`config.mk`:
```
export PLATFORM = sky130hd
export DESIGN_NAME = decoder_3to8
export DESIGN_NICKNAME = d
export VERILOG_FILES = /design/src/rtl/decoder_3to8.sv
export SDC_FILE = /design/constraint.sdc
export NUM_CORES = 1
export LEC_CHECK = 0
export ABC_CLOCK_PERIOD_IN_PS = 800
export CAP_MARGIN = 20
export CORE_AREA = 2 2 39 41
export DETAILED_ROUTE_END_ITERATION = 10
export DIE_AREA = 0 0 41 43
export PLACE_DENSITY = 0.53
export SETUP_SLACK_MARGIN = 0.05
export SLEW_MARGIN = 25
export SYNTH_ARGS = -nofsm -noshare
export SYNTH_HDL_FRONTEND = slang
export SYNTH_SLANG_ARGS = --single-unit
export TNS_END_PERCENT = 5
```
`constraint.sdc`:
```
create_clock -name clk -period 0.8 [get_ports clk]
set_input_delay 0.16 -clock clk [delete_from_list [all_inputs] [get_ports clk]]
set_output_delay 0.16 -clock clk [all_outputs]
set_load 0.05 [all_outputs]
```
`src/rtl/decoder_3to8.sv`:
```
// Purpose : registered 3-to-8 one-hot decoder with enable and selectable output polarity.
// Latency : one core clock; en/d sampled at edge N appear on y/valid right after edge N.
// Backpressure: none; accepts a new select every cycle and never stalls.
//
// Ports:
//   clk   - rising-edge clock
//   rst   - asynchronous, active-high reset (outputs go inactive at once)
//   en    - decode enable, sampled on clk
//   d     - 3-bit binary select, sampled on clk
//   y     - registered decode, bit i set (or cleared when OUT_ACTIVE_LOW) for d == i
//   valid - registered copy of en
module decoder_3to8 #(
    parameter bit OUT_ACTIVE_LOW = 1'b0
) (
    input  logic       clk,
    input  logic       rst,
    input  logic       en,
    input  logic [2:0] d,
    output logic [7:0] y,
    output logic       valid
);

    // Inactive output pattern; also the polarity mask applied to the one-hot code.
    localparam logic [7:0] Y_IDLE = OUT_ACTIVE_LOW ? 8'hFF : 8'h00;

    logic [7:0] w_onehot;
    logic [7:0] w_y_next;
    logic [7:0] r_y;
    logic       r_valid;

    always_comb begin
        w_onehot = 8'h00;
        if (en) begin
            w_onehot[d] = 1'b1;
        end
        // XOR with the idle pattern inverts the whole word for active-low use,
        // so the disabled state naturally lands on Y_IDLE as well.
        w_y_next = w_onehot ^ Y_IDLE;
    end

    always_ff @(posedge clk or posedge rst) begin
        if (rst) begin
            r_y     <= Y_IDLE;
            r_valid <= 1'b0;
        end else begin
            r_y     <= w_y_next;
            r_valid <= en;
        end
    end

    // Outputs come straight from flops: no combinational input-to-output path.
    assign y     = r_y;
    assign valid = r_valid;

endmodule

```
==> results.rst, run 1 <==
.. list-table::
   :header-rows: 1

   * - Metric
     - Value
   * - All-layer global routing usage
     - 0.0908
   * - Hold crit path type
     - in2async
   * - Unrepaired setup endpoints after global routing
     - yes
   * - Number of placed cells counting well taps
     - 48
   * - Number of top-level pins
     - 15
   * - Worst-path clk slew
     - 60 ps
   * - Routed length per instance
     - 11.3 um
   * - Count of inserted antenna diode cells
     - 0
   * - Critical Path Sink Type
     - output port
   * - Number of routed nets with antenna violations
     - 0
   * - DRT Pass-1 Iters
     - 1
   * - Violation count after the first detailed-routing iteration
     - 0
   * - Register area share after synthesis
     - 0.695
   * - DIE HEIGHT
     - 43 um
   * - Largest fanout on the critical path
     - 1
   * - Initial core utilization
     - 0.234
   * - Maximum single-stage delay on the critical path
     - 400 ps
   * - Horiz. Die Dim
     - 41 um
   * - GRT overflow
     - 0
   * - Global-route wire length before repair
     - 945 um
   * - Fraction of final layout cells sized beyond drive strength 1
     - 0.472
   * - Number of clock sinks
     - 9
   * - Maximum clock path buffer count
     - 2
   * - Series of cell instances along the critical path
     - buf_12
   * - Final number of max-transition violations
     - 0
   * - Final Worst Setup Slack
     - -169 ps
   * - PnR Total Power
     - 976 uW
   * - DIE AREA
     - 0.00176 mm2
   * - Kind of cell adding the most delay to the critical path
     - flip-flops
   * - Setup Total Neg Slack
     - -1440 ps
   * - Root cell of the clock tree
     - clkbuf_4
   * - Largest net degree at the start of global routing
     - 10
   * - Ys Warns
     - 0
   * - Period utilisation layout
     - 1.21
   * - Rel. slew slack
     - 0.779
   * - Avg Inst Size Synth
     - 18.0 um2
   * - Final non-filler cell total
     - 52
   * - Sum of routed wire length over all layers
     - 588 um
   * - Number of nets in the layout
     - 43
   * - Routed vias
     - 218
   * - CTS hold repair buffers
     - 0
   * - Final Hold Fails
     - 0
   * - Pre-CTS setup slack
     - -345 ps
   * - Most frequent cells in the layout
     - 9 x buf_12, 9 x dfrtp_1, 4 x dlygate4sd2_1
   * - Number of remaining DRC errors
     - 0
   * - Gate count of the mapped netlist
     - 18
   * - Depth of the CTS H-tree
     - 1
   * - Transition time at the pin with the least slew margin
     - 331 ps
   * - Core region area
     - 0.00138 mm2
   * - Cell types occupying the most area after synthesis
     - dfrtp_1 69%, and4bb_1 7.7%, and4b_2 6.9%
   * - Number of distinct standard cells referenced by the synthesized netlist
     - 8
   * - Synth area leader
     - dfrtp_1
   * - Gpl congestion
     - 0.739
   * - Max Clk Rate
     - 1.03 GHz
   * - Site Rows
     - 14
   * - Routed via count divided by cell count
     - 4.19
   * - Outcome
     - finished with violations
   * - Core utilization of the finished layout
     - 0.430
   * - Slowest stage cell, crit path
     - dfrtp_1
   * - LEAKAGE
     - 0.000282 uW
   * - Number of antenna violations at the first check in global routing
     - 0
   * - TritonCTS Buffers
     - 3
   * - Area growth from synthesis to final layout
     - 83.8%
   * - Number of register bits inferred by synthesis
     - 9
   * - Worst Path Buf+Inv
     - 1
   * - Share of the synthesized area in the top cell type
     - 0.695
   * - Vias in the first global route
     - 213
   * - Clock tree from TritonCTS
     - done
   * - Net Count, Synth
     - 24
   * - Count of maximum capacitance violations
     - 0
   * - IO Port Bufs
     - 14
   * - Minimum period implied by the final worst setup slack
     - 969 ps
   * - Setup crit start kind
     - flip-flop
   * - Worst vdd ir
     - 0.572 mV
   * - Setup CP Type
     - reg2out
   * - Netlist area before placement
     - 324 um2
   * - Number of failing setup endpoints in the final timing report
     - 9
   * - Data arrival time of the worst path
     - 810 ps
   * - Violated checks
     - setup timing
   * - WP data required
     - 640 ps
   * - Total power per unit cell area
     - 1640 mW/mm2
[synth_stat cells]
| cell | count |
|---|---|
| dfrtp_1 | 9 |
| and4b_2 | 2 |
| and4bb_1 | 2 |
| and4_2 | 1 |
| and4b_1 | 1 |
| and4bb_2 | 1 |
| inv_1 | 1 |
| nor4b_2 | 1 |
[sequential cells by signal, indices dropped and copies added, names as in the netlist]
register  cells
valid         1
y             8
[through the flow]
step | hold slack [ps] | cell area [um2]
after floorplan | -12.1 | 324
after global routing | 180 | 596
after CTS | 169 | 596
final | 161 | 596
after detailed placement | 441 | 574
after global placement | 433 | 574
[per-layer routing]
layer  vias to the layer above  share of wire  track usage
met5                         -              0            0
met4                         0              0        0.120
met3                         0          0.066       0.0157
met2                         9           0.59        0.134
met1                       103           0.34       0.0847
li1                        106              -            -
[final cells by class]
| cell class | count | area (um2) |
|---|---|---|
| fillers | 127 | 788 |
| well taps | 16 | 20.0 |
| repair buffers | 14 | 225 |
| multi-input cells | 8 | 95.1 |
| inverters | 1 | 3.75 |
| flip-flops and latches | 9 | 225 |
| clock buffers | 4 | 26.3 |
[power by group]
| group | leakage (uW) | switching, uW | total (uW) | internal [uW] |
|---|---|---|---|---|
| logic | 0.000146 | 81.1 | 158 | 76.5 |
| clock network | 0.0000150 | 149 | 340 | 192 |
| registers | 0.000121 | 10.2 | 478 | 468 |
| total | 0.000282 | 240 | 976 | 736 |
[final timing paths]
check                      from    end  slack [ps]  depth (start not counted)
hold / removal              rst   y[7]         160                          2
max in group asynchronous   rst   y[1]         390                          2
min in group clk             en  valid         280                          1
setup / recovery           y[5]   y[5]        -170                          1
[cell families after synthesis]
family	synth area share
AND/OR/NAND/NOR	0.293
flip-flops	0.695
buffers and inverters	0.0116
[what timing repair did]
action                     4_1_cts  5_1_grt
setup buffers                    0        0
setup endpoints to repair       17        9
gates resized for setup          4        0
Power figures use the tool's default switching activity.
==> run 2, diff against run 1 <==
- CTS_CLUSTER_DIAMETER: not set -> 80
==> results of run 2 <==
Same layout as run 1: the final DEF is identical, and so are final timing and power.
==> run 3, diff against run 2 <==
- SKIP_CTS_REPAIR_TIMING: not set -> 1
- SLEW_MARGIN: 25 -> not set
==> run 3 against run 2 <==
Effect of this change:
- the flow still finishes with violations (setup timing)
- core utilization grew 1.1 points
- global-route usage is the same
- combinational power grew 3%
- worst hold slack lost 1.2 ps
- setup slack is essentially flat
- clock-buffer cell count is the same
- power grew 0.83%
- first-iteration DRC count is the same
- sequential cell count is the same
- critical path type unchanged
- critical endpoint unchanged
- largest power group unchanged
==> results.rst, run 3 (synthesized netlist as in run 1, its figures left out) <==
.. list-table::
   :header-rows: 1

   * - Metric
     - Value
   * - Gpl congestion
     - 0.739
   * - Largest net degree at the start of global routing
     - 10
   * - TritonCTS Buffers
     - 3
   * - Maximum single-stage delay on the critical path
     - 400 ps
   * - Largest fanout on the critical path
     - 1
   * - DIE AREA
     - 0.00176 mm2
   * - Final number of max-transition violations
     - 0
   * - Outcome
     - finished with violations
   * - Post-Place Cell Area
     - 574 um2
   * - Slowest stage cell, crit path
     - dfrtp_1
   * - All-layer global routing usage
     - 0.0908
   * - Number of nets in the layout
     - 43
   * - Fill count
     - 128
   * - Violation count after the first detailed-routing iteration
     - 0
   * - IO Port Bufs
     - 14
   * - Most frequent cells in the layout
     - 9 x buf_12, 9 x dfrtp_1, 4 x dlymetal6s2s_1
   * - Critical Path Sink Type
     - output port
   * - Violated checks
     - setup timing
   * - Total power per unit cell area
     - 1610 mW/mm2
   * - LEAKAGE
     - 0.000313 uW
   * - Kind of cell adding the most delay to the critical path
     - flip-flops
   * - PnR Total Power
     - 984 uW
   * - Number of clock sinks
     - 9
   * - Count of inserted antenna diode cells
     - 0
   * - Number of top-level pins
     - 15
   * - Design area
     - 611 um2
   * - Fraction of final layout cells sized beyond drive strength 1
     - 0.472
   * - DRT Pass-1 Iters
     - 1
   * - Horiz. Die Dim
     - 41 um
   * - Worst vdd ir
     - 0.579 mV
   * - Period utilisation layout
     - 1.21
   * - Sum of routed wire length over all layers
     - 594 um
   * - Hold crit path type
     - in2async
   * - Rel. slew slack
     - 0.781
   * - Series of cell instances along the critical path
     - buf_12
   * - Max Clk Rate
     - 1.03 GHz
   * - Root cell of the clock tree
     - clkbuf_4
   * - Minimum period implied by the final worst setup slack
     - 970 ps
   * - Number of routed nets with antenna violations
     - 0
   * - Area growth from synthesis to final layout
     - 88.4%
   * - Routed vias
     - 216
   * - Initial core utilization
     - 0.234
   * - Setup Total Neg Slack
     - -1450 ps
   * - Routed length per instance
     - 11.4 um
   * - GRT overflow
     - 0
   * - Final Worst Setup Slack
     - -170 ps
   * - Routed via count divided by cell count
     - 4.15
   * - Transition time at the pin with the least slew margin
     - 328 ps
   * - Setup CP Type
     - reg2out
   * - Unrepaired setup endpoints after global routing
     - yes
   * - Count of maximum capacitance violations
     - 0
   * - Clock tree from TritonCTS
     - done
   * - Core region area
     - 0.00138 mm2
   * - Maximum clock path buffer count
     - 2
   * - Depth of the CTS H-tree
     - 1
   * - Data arrival time of the worst path
     - 810 ps
   * - Number of failing setup endpoints in the final timing report
     - 9
   * - Global-route wire length before repair
     - 945 um
   * - Setup crit start kind
     - flip-flop
   * - Final Hold Fails
     - 0
   * - Worst-path clk slew
     - 60 ps
   * - Number of antenna violations at the first check in global routing
     - 0
   * - Worst Path Buf+Inv
     - 1
   * - WP data required
     - 640 ps
   * - Largest register FFs
     - 8
   * - Vias in the first global route
     - 213
   * - Site Rows
     - 14
   * - Number of remaining DRC errors
     - 0
   * - DIE HEIGHT
     - 43 um
-- run 3: cell types whose count changed in the layout (fill, tap and decap cells not counted) --
| cell | before | now |
|---|---|---|
| dlymetal6s2s_1 | 0 | 4 |
| dlygate4sd2_1 | 4 | 0 |
-- run 3: final timing paths --
kind	slack, ps	endpoint	start	cells after the start
max	-170	y[5]	y[5]	1
min	160	y[7]	rst	2
max in group asynchronous	390	y[0]	rst	2
min in group clk	160	valid	en	1
-- run 3: stage by stage --
stage	std cells	hold slack, ps	worst slack, ps	utilization
final	52	160	-170	0.441
after global routing	52	168	-206	0.441
after CTS	52	169	-182	0.434
after detailed placement	48	441	-345	0.415
after global placement	48	433	-296	0.415
after floorplan	18	-12.1	54.1	-
-- run 3: metal layers --
metal | vias to the layer above | track usage | wire length [um]
met1 | 103 | 0.0847 | 200
met2 | 9 | 0.134 | 354
met3 | 0 | 0.0157 | 39
met4 | 0 | 0.120 | 0
li1 | 104 | - | -
met5 | - | 0 | 0
-- run 3: power by group --
| group | leakage [uW] | total [uW] | internal [uW] | switching (uW) |
|---|---|---|---|---|
| sequential | 0.000121 | 478 | 468 | 10.2 |
| combinational | 0.000177 | 163 | 81.7 | 81.2 |
| clock | 0.0000150 | 343 | 192 | 151 |
-- run 3: layout make-up --
class	count	area (um2)	share of cell area
timing repair buffer	14	240	0.393
sequential	9	225	0.369
multi-input combinational	8	95.1	0.156
clock buffer	4	26.3	0.0430
tap	16	20.0	0.0328
inverter	1	3.75	0.00615
